$ cat config.mk
export PLATFORM = sky130hd
export DESIGN_NAME = ob
export DESIGN_NICKNAME = d
export VERILOG_FILES = /design/src/rtl/ob.sv
export SDC_FILE = /design/constraint.sdc
export NUM_CORES = 1
export LEC_CHECK = 0
export ABC_AREA = 1
export BUFFER_PORTS_ARGS = -buffer_cell sky130_fd_sc_hd__buf_2
export CAP_MARGIN = 10
export CORE_MARGIN = 10
export CORE_UTILIZATION = 40
export DETAILED_ROUTE_END_ITERATION = 8
export GPL_TIMING_DRIVEN = 0
export PLACE_DENSITY = 0.74
export SYNTH_ARGS = -nofsm -noshare
export SYNTH_HDL_FRONTEND = slang
export SYNTH_SLANG_ARGS = --single-unit
export TNS_END_PERCENT = 50
$ cat constraint.sdc
create_clock -name clk -period 1.9 [get_ports clk]
set_clock_uncertainty 0.05 [all_clocks]
set_input_delay 0.38 -clock clk [delete_from_list [all_inputs] [get_ports clk]]
set_output_delay 0.38 -clock clk [all_outputs]
set_load 0.1 [all_outputs]
$ cat src/rtl/ob.sv
// Output-port arbiter/mux: grants one of four input buffers round-robin,
// holds the grant from head to tail and forwards flits through a registered mux.
module ob #(
  parameter int PORT = 0,
  parameter int NIN  = 4,
  parameter int PKTW = 9
) (
  input  logic          clk,
  input  logic          rst,
  input  logic [PKTW:0] pkti0,
  input  logic [PKTW:0] pkti1,
  input  logic [PKTW:0] pkti2,
  input  logic [PKTW:0] pkti3,
  input  logic [3:0]    req,
  input  logic          full,
  output logic [3:0]    ack,
  output logic [PKTW:0] pkto,
  output logic          busy
);

  if (NIN != 4 || PORT < 0 || PORT > 3) begin : g_param_check
    $error("ob: only NIN=4 and PORT in 0..3 are supported");
  end

  typedef enum logic {IDLE = 1'b0, XFER = 1'b1} state_t;

  // Handshake: the granted input pops one flit on every cycle its ack bit is
  // high; ack is combinational so a full downstream suppresses the pop at once.
  state_t        state;
  logic [1:0]    ptr;
  logic [1:0]    gnt;
  logic [1:0]    pick;
  logic [1:0]    idx;
  logic [PKTW:0] sel;
  logic          accept;
  logic          is_tail;

  always_comb begin
    sel = pkti0;
    case (gnt)
      2'd0: sel = pkti0;
      2'd1: sel = pkti1;
      2'd2: sel = pkti2;
      2'd3: sel = pkti3;
      default: sel = pkti0;
    endcase
  end

  // Scan from the highest offset down so the nearest set bit after ptr wins.
  always_comb begin
    pick = ptr;
    idx  = ptr;
    for (int i = 3; i >= 0; i--) begin
      idx = ptr + 2'(i);
      if (req[idx]) pick = idx;
    end
  end

  assign accept  = (state == XFER) && !full;
  assign is_tail = (sel[PKTW:PKTW-1] == 2'b11);
  assign ack     = (!rst && accept) ? (4'b0001 << gnt) : 4'b0000;
  assign busy    = (state == XFER);

  always_ff @(posedge clk) begin
    if (rst) begin
      state <= IDLE;
      ptr   <= 2'd0;
      gnt   <= 2'd0;
      pkto  <= '0;
    end else begin
      pkto <= accept ? sel : '0;
      case (state)
        IDLE: begin
          if (req != 4'b0000) begin
            gnt   <= pick;
            state <= XFER;
          end
        end
        XFER: begin
          // The just-served input drops to lowest priority.
          if (accept && is_tail) begin
            state <= IDLE;
            ptr   <= gnt + 2'd1;
          end
        end
        default: state <= IDLE;
      endcase
    end
  end

endmodule

==> results.py, run 1 <==
metrics = {
    "layout": {
        "n_fill_cell": 244,
        "final_cells": 263,
        "regArea_um2": 307,
        "final_nets": 286,
        "layout-drive-gt1-share": 0.425,
        "diodes": 0,
        "final_cell_area_um2": 1570,
        "areaGrowthSynthToFinish_pct": 49.6,
        "multi_input_area_um2": 654,
        "final_util": 0.630,
    },
    "floorplanning": {
        "die_w_um": 71.3,
        "dieHeight_um": 71.3,
        "die-area_um2": 5080,
        "boundaryPins": 62,
        "core.rowCount": 18,
        "core_area_um2": 2500,
        "start_util": 0.421,
    },
    "global_routing": {
        "antenna_found_initial": 0,
        "grt_pass1_wl_um": 5520,
        "grt.total_usage": 0.129,
        "grt-ovfl-total": 0,
        "grt_max_degree": 11,
        "grt_pass1_vias": 1193,
    },
    "synth": {
        "ys_seq_area_frac": 0.285,
        "postSynthAreaPerCell_um2": 6.42,
        "syn-cell-area_um2": 1050,
        "ys_ff_latch": 15,
        "synth_warnings": 0,
        "synth_cell_types": 22,
        "synth_cells": 164,
        "synth_fp_nets": 216,
    },
    "worst_setup_path": {
        "rr_startpoint": "gnt[0]",
        "r2r_setup_slack_ps": 120,
        "crit_path_max_fanout": 10,
        "critPathKind": "reg2out",
        "critPathArrivalTime_ps": 1390,
        "critPathLaunchType": "register",
        "rr_worst_depth": 11,
        "crit_path_end_kind": "primary output",
        "rr_endpoint": "ptr[0]",
        "cp-startpoint": "gnt[1]",
        "crit_path_end": "ack[3]",
        "cp.required_ps": 1470,
    },
    "flow_run": {
        "maxCapViolations": 0,
    },
    "clocking": {
        "cts_tree": "yes",
        "postCtsHoldBufs": 0,
        "clkSinkCount": 15,
        "cts_buffers": 3,
        "worstSkewPairLatency_ps": 280,
        "cts_buffer_depth": 2,
        "clkTransAtPathRegs_ps": 90,
        "root_buffer": "clkbuf_4",
        "htree_levels": 1,
    },
    "timing": {
        "setup_viol": 0,
        "rsz0062_at_grt": "no",
        "tightest_slew_ps": 498,
        "max_freq_mhz": 550,
        "fin_ws_ps": 82.5,
        "hold_viol_final": 0,
        "drv_slew": 0,
        "fin_crit_ps": 1820,
        "max_slew_margin": 0.670,
        "min_period_over_period": 0.957,
    },
    "place": {
        "port_buffers": 61,
        "place_worst_setup_slack_ps": -58.0,
        "placedCellCount": 255,
        "place_congestion": 0.853,
        "hpwlAfterDp_um": 2770,
        "place_area_um2": 1430,
    },
    "drt": {
        "drt-initial-drc-count": 57,
        "antenna_left": 0,
        "drc_errors": 0,
        "routed-via-count": 1270,
        "dr.pass1.iters": 4,
        "avgRoutedWirePerCell_um": 13.4,
        "viasPerCell": 4.83,
        "finalWirelength_um": 3510,
    },
    "power_and_ir_drop": {
        "power.leakage_uw": 0.000830,
        "peakVddDrop_mv": 0.622,
        "power.density_nw_per_um2": 637,
    },
    "status": {
        "status": "completed",
    },
    "worst_hold_path": {
        "min_path_type": "in2reg",
        "worstHoldStart": "rst",
    },
}
==> layout by cell type, fill, tap and decap left out, types with 6 or more instances in the layout <==
cell type	synthesis	final
a21oi_1	10	10
a31oi_1	9	9
buf_2	3	57
buf_6	2	6
dfxtp_1	15	12
inv_1	18	16
nand2_1	54	53
nand3_1	9	9
nor2_1	14	9
o21ai_0	11	11
==> logic make-up (layout without fill, tap and decap cells) <==
kind of cell             count (synthesis)  in the layout  share of synthesized area
AO/OA/AOI/OAI                           36             36                      0.216
buffers and inverters                   28             97                      0.136
flip-flops                              15             15                      0.285
AND/OR/NAND/NOR                         80             80                      0.303
adder cells (fa/ha/maj)                  5              5                     0.0595
==> per-layer routing <==
metal | track usage | vias to the layer above | share of wire
met5 | 0 | - | 0
met4 | 0.0194 | 0 | 0.0026
met3 | 0.0579 | 2 | 0.11
met2 | 0.211 | 61 | 0.46
met1 | 0.153 | 545 | 0.42
li1 | - | 662 | -
==> report_power, final <==
group	switching, uW	internal (uW)	leakage [uW]
Clock	103	78.1	0.0000177
Combinational	304	170	0.000689
Sequential	13.0	335	0.000123
Total	420	583	0.000830
==> worst min path at each step <==
| stage | end | slack, ps | cells after the start |
|---|---|---|---|
| floorplan | busy | 380 | 1 |
| global placement | busy | 430 | 2 |
| detailed placement | busy | 430 | 2 |
| CTS | busy | 240 | 2 |
| global route | busy | 240 | 2 |
| finish | busy | 240 | 2 |
==> worst max-delay path, cell delays in order (launching register included) <==
cell and delay, ps:
dfxtp_2 380, ha_1 190, buf_6 150, inv_1 80, nor2_4 130, buf_12 180
==> synth_stat cells, drive strengths merged <==
library cell / count / area (um2)
inv: 22 / 90.1
o211ai: 1 / 21.3
nor2: 14 / 52.6
a22o: 1 / 10.0
buf: 6 / 52.5
a21oi: 11 / 58.8
nand2: 57 / 221
a31oi: 9 / 56.3
o21a: 1 / 15.0
dfxtp: 15 / 300
ha: 5 / 62.6
nand3: 9 / 45.0
o22ai: 1 / 6.26
o21ai: 12 / 60.1
==> timing repair <==
| item | CTS | global route |
|---|---|---|
| buffers inserted | 0 | 4 |
| endpoints found under the setup margin | 4 | 4 |
| pin swaps | 0 | 1 |
| resized for setup | 19 | 8 |
==> through the flow <==
step,TNS [ps],hold WS (ps),power (uW)
floorplan,0,383,679
finish,0,243,1000
detailed placement,-58.0,432,791
global route,0,237,1070
global placement,-21.2,430,787
CTS,-7.53,236,986
==> sequential cells by signal (all words and copies together), names as in the netlist <==
name / flops
ptr: 2
pkto: 10
gnt: 2
busy: 1
==> final cells by class <==
class	count	share of cell area
Tap cell	30	0.0238
Multi-Input combinational cell	121	0.416
Sequential cell	15	0.195
Buffer	6	0.0453
Clock buffer	3	0.0143
Timing Repair Buffer	65	0.246
Clock inverter	1	0.00318
Inverter	22	0.0572
Note: power is estimated with default switching activity, not from simulation.
==> run 2: changes to the inputs <==
GPL_TIMING_DRIVEN = unset   (was 0)
==> run 2 against run 1 <==
  * Maximum frequency increased by 1.0%
  * Die area unchanged
  * Hold slack got worse by 17 ps
  * Sequential share of layout area increased by 0.56 points
  * Core utilization decreased by 2.3 points
  * Global-route usage decreased by 0.15 points
  * Register-to-register slack improved by 170 ps
  * Critical path depth decreased by 1
  * Via count decreased by 4.1%
  * Power decreased by 3.1%
  * Worst setup slack improved by 18 ps
  * Largest power group unchanged
==> results.py, run 2 (synthesis results as in run 1) <==
metrics = {
    "status": {
        "status": "completed",
    },
    "place": {
        "port_buffers": 61,
        "place_congestion": 0.824,
        "hpwlAfterDp_um": 2800,
    },
    "worst_setup_path": {
        "critPathArrivalTime_ps": 1370,
        "crit_path_max_fanout": 4,
        "critPathLaunchType": "register",
        "critPathKind": "reg2out",
        "cp.required_ps": 1470,
        "crit_path_end_kind": "primary output",
    },
    "layout": {
        "regArea_um2": 304,
        "top_register": "pkto",
        "n_fill_cell": 241,
        "final_nets": 280,
        "diodes": 0,
        "largest_register_ff_count": 10,
        "layout_commonest_cell": "buf_2",
        "reg_top3": "pkto (10), gnt (2), ptr (2)",
        "multi_input_area_um2": 664,
        "areaGrowthSynthToFinish_pct": 44.2,
        "layout_common_cells": "57 x buf_2, 53 x nand2_1, 16 x inv_1",
        "layout-drive-gt1-share": 0.396,
    },
    "floorplanning": {
        "dieHeight_um": 71.3,
        "boundaryPins": 62,
        "die-area_um2": 5080,
        "die_w_um": 71.3,
        "start_util": 0.421,
        "core_area_um2": 2500,
        "core.rowCount": 18,
    },
    "global_routing": {
        "grt_pass1_vias": 1153,
        "grt_pass1_wl_um": 5480,
        "grt_max_degree": 13,
        "grt.total_usage": 0.127,
        "grt-ovfl-total": 0,
        "antenna_found_initial": 0,
    },
    "timing": {
        "max_slew_margin": 0.675,
        "rsz0062_at_grt": "no",
        "tightest_slew_ps": 492,
        "setup_viol": 0,
        "min_period_over_period": 0.947,
        "max_freq_mhz": 556,
        "drv_slew": 0,
        "tns_ps": 0,
        "fin_crit_ps": 1800,
        "hold_viol_final": 0,
    },
    "drt": {
        "drc_errors": 0,
        "viasPerCell": 4.74,
        "antenna_left": 0,
        "dr.pass1.iters": 4,
        "drt-initial-drc-count": 51,
        "avgRoutedWirePerCell_um": 12.9,
        "finalWirelength_um": 3310,
        "routed-via-count": 1218,
    },
    "clocking": {
        "worstSkewPairLatency_ps": 290,
        "root_buffer": "clkbuf_4",
        "cts_tree": "yes",
        "clkSinkCount": 15,
        "cts_buffers": 3,
        "clkTransAtPathRegs_ps": 100,
        "cts_buffer_depth": 2,
        "htree_levels": 1,
    },
    "power_and_ir_drop": {
        "p_total_uw": 971,
        "power.leakage_uw": 0.000794,
        "peakVddDrop_mv": 0.540,
        "power.density_nw_per_um2": 640,
    },
    "worst_hold_path": {
        "min_path_type": "in2reg",
    },
    "flow_run": {
        "maxCapViolations": 0,
    },
}
-- run 2: final cells by class --
class                           count  area share
Multi-Input combinational cell    121       0.438
Inverter                           22      0.0594
Sequential cell                    15       0.200
Tap cell                           30      0.0247
Clock buffer                        4      0.0173
Timing Repair Buffer               65       0.261
-- run 2: power by group --
part	internal (uW)	leakage, uW	switching [uW]	total (uW)
registers	334	0.000123	17.7	351
clock network	81.7	0.0000150	110	192
logic	143	0.000657	285	428
total	558	0.000794	413	971
-- run 2: final timing paths --
kind | cells past startpoint | from | to | slack (ps)
max | 4 | gnt[1] | ack[3] | 100
min | 2 | rst | busy | 230
max reg2reg | 10 | gnt[0] | ptr[1] | 290
min reg2reg | 2 | busy | busy | 450
-- run 2: worst max-delay path, stage by stage, from the launching register on --
cell and delay, ps:
dfxtp_1 430, ha_1 260, inv_1 90, nor2_4 130, buf_12 180
-- run 2: metrics by stage --
step	area [um2]	setup slack (ps)	instances	hold slack, ps	util
after CTS	1510	34.2	257	223	0.604
after floorplan	1090	23.4	164	383	-
after detailed placement	1470	264	253	438	0.589
after global routing	1520	7.27	257	224	0.607
final	1520	101	257	225	0.607
after global placement	1470	276	253	436	0.589
-- run 2: per-layer routing --
metal  track usage  wire length (um)  share of wire
met4        0.0258                21         0.0063
met1         0.157              1490           0.45
met3        0.0592               383           0.12
met2         0.197              1410           0.43
met5             0                 0              0
-- run 2: what timing repair did --
| item | in CTS | in global routing |
|---|---|---|
| endpoints found under the setup margin | 1 | 3 |
| hold buffers | 0 | 0 |
| resized for setup | 2 | 4 |
| setup buffers | 0 | 0 |
